--- src/rtl/fifo_pack_gearbox.sv ---
// fifo_pack_gearbox
//   Drains narrow words from an upstream one-entry FIFO stage (first/deq interface)
//   and packs RATIO consecutive words into one wide word. The wide word is presented
//   to the next stage on an enq-style handshake. Lane 0 holds the first word received
//   and sits in the least significant bits.
//
// Optional feature macro: PACK_FLUSH_EN
//   When defined, adds a flush request that emits a partial (zero-padded) word and a
//   lane-count output that travels with every emitted word.
//
// Ports
//   CLK            in   clock, all state on posedge
//   RST            in   asynchronous active-high reset
//   in_first       in   upstream head word
//   in_first__RDY  in   upstream head valid
//   in_deq__RDY    in   upstream can dequeue
//   in_deq__ENA    out  dequeue strobe to upstream
//   out_enq__RDY   in   downstream can accept
//   out_enq__ENA   out  wide word transfer strobe
//   out_enq_v      out  wide word (registered)
//   flush__ENA     in   (PACK_FLUSH_EN) request emission of a partial word
//   flush__RDY     out  (PACK_FLUSH_EN) flush accepted this cycle when high
//   out_enq_lanes  out  (PACK_FLUSH_EN) valid lane count of out_enq_v

module fifo_pack_gearbox #(
   parameter int unsigned width = 32,
   parameter int unsigned RATIO = 4
) (
   input  logic                       CLK,
   input  logic                       RST,
   input  logic [width-1:0]           in_first,
   input  logic                       in_first__RDY,
   input  logic                       in_deq__RDY,
   output logic                       in_deq__ENA,
   input  logic                       out_enq__RDY,
   output logic                       out_enq__ENA,
`ifdef PACK_FLUSH_EN
   input  logic                       flush__ENA,
   output logic                       flush__RDY,
   output logic [$clog2(RATIO):0]     out_enq_lanes,
`endif
   output logic [width*RATIO-1:0]     out_enq_v
);

   localparam int unsigned CntW  = $clog2(RATIO);
   localparam int unsigned WideW = width * RATIO;
   localparam logic [CntW-1:0] LastLane = CntW'(RATIO - 1);

   logic [WideW-1:0] acc_q, acc_d;
   logic [CntW-1:0]  cnt_q, cnt_d;
   logic             hold_q, hold_d;

   logic emit;
   logic pull_ok;
   logic pull;
   logic flush_req;

`ifdef PACK_FLUSH_EN
   localparam int unsigned LaneW = CntW + 1;
   logic [LaneW-1:0] lanes_q, lanes_d;
   logic             flush_fire;

   assign flush_req  = flush__ENA;
   assign flush__RDY = ~hold_q & ~RST;
   assign flush_fire = flush__ENA & flush__RDY;
   assign out_enq_lanes = lanes_q;
`else
   assign flush_req = 1'b0;
`endif

   // Reset gating keeps both strobes low while RST is asserted, independent of state.
   assign emit    = hold_q & out_enq__RDY & ~RST;
   // A pending wide word leaves this cycle, so the accumulator may be refilled now.
   assign pull_ok = ~hold_q | emit;
   // A flush request blocks the dequeue so a flush cycle never mixes in a new lane.
   assign pull    = in_first__RDY & in_deq__RDY & pull_ok & ~flush_req & ~RST;

   assign in_deq__ENA  = pull;
   assign out_enq__ENA = emit;
   assign out_enq_v    = acc_q;

   always_comb begin
      acc_d  = acc_q;
      cnt_d  = cnt_q;
      hold_d = hold_q;
`ifdef PACK_FLUSH_EN
      lanes_d = lanes_q;
`endif

      if (emit) begin
         hold_d = 1'b0;
      end

      if (pull) begin
         for (int i = 0; i < int'(RATIO); i++) begin
            if (cnt_q == CntW'(i)) begin
               acc_d[i*width +: width] = in_first;
            end
         end
         if (cnt_q == LastLane) begin
            // Completion overrides an emit in the same cycle: hold stays set for the new word.
            cnt_d  = '0;
            hold_d = 1'b1;
`ifdef PACK_FLUSH_EN
            lanes_d = LaneW'(RATIO);
`endif
         end else begin
            cnt_d = cnt_q + CntW'(1);
         end
      end

`ifdef PACK_FLUSH_EN
      // Flush with an empty accumulator is accepted but does nothing.
      if (flush_fire && (cnt_q != '0)) begin
         for (int i = 0; i < int'(RATIO); i++) begin
            if (CntW'(i) >= cnt_q) begin
               acc_d[i*width +: width] = '0;
            end
         end
         hold_d  = 1'b1;
         lanes_d = {1'b0, cnt_q};
         cnt_d   = '0;
      end
`endif
   end

   always_ff @(posedge CLK or posedge RST) begin
      if (RST) begin
         acc_q  <= '0;
         cnt_q  <= '0;
         hold_q <= 1'b0;
`ifdef PACK_FLUSH_EN
         lanes_q <= '0;
`endif
      end else begin
         acc_q  <= acc_d;
         cnt_q  <= cnt_d;
         hold_q <= hold_d;
`ifdef PACK_FLUSH_EN
         lanes_q <= lanes_d;
`endif
      end
   end

endmodule

--- config.mk ---
export PLATFORM = sky130hd
export DESIGN_NAME = fifo_pack_gearbox
export DESIGN_NICKNAME = d
export VERILOG_FILES = /design/src/rtl/fifo_pack_gearbox.sv
export SDC_FILE = /design/constraint.sdc
export NUM_CORES = 1
export LEC_CHECK = 0
export ABC_AREA = 1
export CAP_MARGIN = 30
export CORE_ASPECT_RATIO = 1.75
export CORE_MARGIN = 2
export CORE_UTILIZATION = 45
export DETAILED_ROUTE_END_ITERATION = 8
export GPL_TIMING_DRIVEN = 0
export PLACE_DENSITY = 0.86
export REMOVE_ABC_BUFFERS = 1
export SYNTH_ARGS = -nofsm -noshare
export SYNTH_HDL_FRONTEND = slang
export SYNTH_SLANG_ARGS = --single-unit
--- constraint.sdc ---
create_clock -name CLK -period 8.98 [get_ports CLK]
set_input_delay 1.347 -clock CLK [delete_from_list [all_inputs] [get_ports CLK]]
set_output_delay 1.347 -clock CLK [all_outputs]
set_load 0.05 [all_outputs]
== Yosys cells after proc, flatten, opt, wreduce, memory -nomap -nowiden ==
Index checks and enable logic that the tools add are counted.

* $add $sub $neg: 1
* Eq/ne operators: 3
* Mux-type cells: 4
* Bitwise gates (word level): 8
* Reductions and logical operators: 5

{| class="wikitable"
|+ Operator list
! kind !! number
|-
| $reduce_and A2 Y1 || 4
|-
| $and A1 B1 Y1 || 5
|-
| $eq A2 B2 Y1 const B || 2
|-
| $mux W1 || 3
|-
| $add A2 B1 Y2 const B || 1
|-
| $eq A2 B1 Y1 const B || 1
|-
| $logic_not A2 Y1 || 1
|-
| $mux W2 || 1
|-
| $not A1 Y1 || 2
|-
| $or A1 B1 Y1 || 1
|}

* Flip-flop bits (word level): 131
* Input port bits: 37
* Output and inout port bits: 130
* Logic and storage cells: 27

== Depth between registers and ports, before layout ==
* Word-level depth: 6
* Mapped depth: 8
* Gate-level depth less buffers: 7

== Worst setup path after synthesis ==
Ideal clock, no wire load.

* Path type: input-to-output
* Start point: input port RST
* End point: output port in_deq__ENA
* Arrival: 3.948 ns
* Required time: 7.633 ns
* Path slack: 3.685 ns
* Cell stages on the path: 6
* Buffers on the path: 1
* Cell sequence: inv_2 -> nand2_1 -> nor2_4 -> buf_4 -> nand2_1 -> inv_1

* Cells in the longest elaborated chain, start to end: 5

{| class="wikitable"
|+ RTL lines
! what !! RTL line !! text
|-
| start, declared || 30 || <nowiki>input logic RST,</nowiki>
|-
| $not A1 Y1 (*) || 72, 76 ||
|-
| $and A1 B1 Y1 || 72 || <nowiki>assign emit = hold_q & out_enq__RDY & ~RST;</nowiki>
|-
| $or A1 B1 Y1 || 74 || <nowiki>assign pull_ok = ~hold_q | emit;</nowiki>
|-
| $and A1 B1 Y1 || 76 || <nowiki>assign pull = in_first__RDY & in_deq__RDY & pull_ok & ~flush_req & ~RST;</nowiki>
|-
| $and A1 B1 Y1 (*) || 76 ||
|-
| end, declared || 34 || <nowiki>output logic in_deq__ENA,</nowiki>
|}

Every way passes the cells marked *; elsewhere a longest branch is shown, timed or not.

== Worst setup path in the final report ==
Same ends and word-level chain as after synthesis.

==> flow_summary.ini <==
[run_status]
status = finished, final reports clean

[timing]
hold_violations = 0
worstMarginPinSlew_ns = 0.909
maxSlewViolCount = 0
rsz0062_at_grt = no
setup_viol = 0
slew_headroom_pct = 39.4
skew_ns = 0.00892
final.min_clock_period_ns = 5.85
finalSetupTns_ns = 0
period_share_pct = 65.2
fmax_ghz = 0.171

[grt]
track_usage_pct = 25.9
grt_pass1_wl_microns = 26200
antenna_found_initial = 0
grt_overflow = 0
first_global_vias = 5049
grt_max_degree = 74

[die]
io_pins = 167
die_y_microns = 150
fp.dieW_microns = 87.3
dieArea_sq_um = 13100
coreArea_sq_um = 11900
start_util_pct = 45.8
core.rowCount = 53

[synth]
ys_top_cells_by_area = dfrtp_1 (60%), nand2_1 (18%), nand4_1 (15%), buf_2 (3.0%), clkbuf_1 (1.3%)
avgSynthCellArea_sq_um = 9.14
yosysMostFrequentCell = nand2_1
synth-edff-count = 0
synth_cells = 598
ys_async_sr_fraction_pct = 100
ys_ff_latch = 131
synth_flop_cell = dfrtp_1
ys_types = 16
ys_warn_count = 0
synth_common_cells = nand2_1 (265), dfrtp_1 (131), nand4_1 (128)
yosysTopAreaCellShare_pct = 60.0
seq_area_frac_synth_pct = 60.0
synth_top_cell_by_area = dfrtp_1
syn_area_sq_um = 5470

[routing]
drc_errors = 0
first_iter_violations = 451
firstDrtPassIters = 6
wirelength_microns = 16500
vias = 5100
postRouteAntennaNets = 0
vias_per_cell = 5.76
wl_per_cell_microns = 18.6

[hold_path]
min_to = out_enq_v[82]$_DFFE_PP0P_
hp-class = reg2reg
hold_start = out_enq_v[82]$_DFFE_PP0P_
hold_depth = 2

[setup_path]
path_cells = clkdlybuf4s50_1, inv_6, nand2_1, nor2_4, buf_12, nand2_1, inv_1, clkdlybuf4s50_1
r2r_end = out_enq_v[27]$_DFFE_PP0P_
path_class = in2out
rrSetupSlack_ns = 6.20
rr_startpoint = cnt_q[0]$_DFFE_PP0P_
worstPathArrival_ns = 4.51
slowest_delay_ns = 0.82
cp_slowest_cell = clkdlybuf4s50_1
crit_required_ns = 7.63
cp-start-kind = input port
cp_max_fo = 63
crit_path_end_kind = output port
r2r_cells = 6

[clock_network]
clockBufferDepth = 2
cts_tree = built
clk_pin_slew_ns = 0.05
h-tree-depth = 4
cts.repair.resized = 0
cts_root_buf = clkbuf_16
clkLatencyLatePin_ns = 0.41
cts.sink_count = 131
post_cts_buffers = 0
cts_buffers = 17
cts_hold_buf = 0

[finish]
area_growth_pct = 44.9
drive_above_1_share_pct = 6.28
antenna_cells = 0
nets = 777

[run]
cap_violations = 0

[place]
gp_congestion = 0.798
portBuffers = 166
hpwl_microns = 10600
## layer usage
metal  routed length [microns]  track usage, %  up-vias  part of all wire (%)
li1                          -               -     2304                     -
met1                      5970            30.7     2479                    36
met2                      8730            42.3      261                    53
met3                       893            4.85       56                   5.4
met4                       876            16.7        0                   5.3
met5                         0               0        -                     0
## how the worst max path moves through the flow
stage	startpoint	endpoint	slack (ns)	cells past startpoint
floorplan	RST	in_deq__ENA	2.37	5
global placement	RST	in_deq__ENA	0.21	7
detailed placement	RST	in_deq__ENA	3.11	8
CTS	RST	in_deq__ENA	3.11	8
global route	RST	in_deq__ENA	2.87	8
finish	RST	in_deq__ENA	3.13	8
## final cells by class
type | count | area, sq um
clock buffers | 20 | 447
clock inverters | 12 | 179
fillers | 888 | 4020
inverters | 5 | 23.8
multi-input cells | 406 | 1920
flip-flops and latches | 131 | 3280
well taps | 137 | 171
repair buffers | 175 | 1900
## critical path, delay by kind of cell
| kind | cells | cell delay (ns) |
|---|---|---|
| buffers and inverters | 5 | 2.17 |
| AND/OR/NAND/NOR | 3 | 0.94 |
## flip-flops by register name, indices dropped and copies added, names as in the netlist
name and cells:
out_enq_v 128, cnt_q 2, hold_q 1
## stage by stage
stage / worst slack (ns) / instance area [sq um] / hold WS (ns) / std cells / util [%]
after floorplan: 2.37 / 5190 / 0.499 / 542 / -
after global placement: 0.211 / 7030 / 0.452 / 845 / 58.9
after detailed placement: 3.11 / 7300 / 0.457 / 854 / 61.1
after CTS: 3.11 / 7920 / 0.472 / 886 / 66.4
after global routing: 2.87 / 7920 / 0.483 / 886 / 66.4
final: 3.13 / 7920 / 0.470 / 886 / 66.4
## cells in the final DEF, fill, tap and decap left out
cell,synthesis,routed
nand2_1,265,265
clkdlybuf4s50_1,0,166
dfrtp_1,131,131
nand4_1,128,128
clkbuf_16,0,17
buf_16,0,8
inv_1,4,4
bufinv_16,0,4
inv_6,0,3
nand3_2,0,3
ha_1,4,3
clkinvlp_4,0,3
clkbuf_1,19,2
clkinv_2,0,2
nor2_4,1,1
nand2_4,0,1
nand3_1,4,1
nor2_1,1,1
or2_2,1,1
o21ai_0,1,1
ha_2,0,1
clkinv_4,0,1
clkbuf_8,0,1
buf_12,0,1
## kinds of logic (layout without fill, tap and decap cells)
| family | Yosys count | after routing | synth area share, % |
|---|---|---|---|
| AO/OA/AOI/OAI | 1 | 1 | 0.0915 |
| adder cells (fa/ha/maj) | 4 | 4 | 0.916 |
| buffers and inverters | 61 | 212 | 5.29 |
| flip-flops | 131 | 131 | 60.0 |
| AND/OR/NAND/NOR | 401 | 401 | 33.7 |
Power is left out: the tool's default activity adds up to more than one toggle a clock period on the data nets, which glitch-free logic cannot reach.
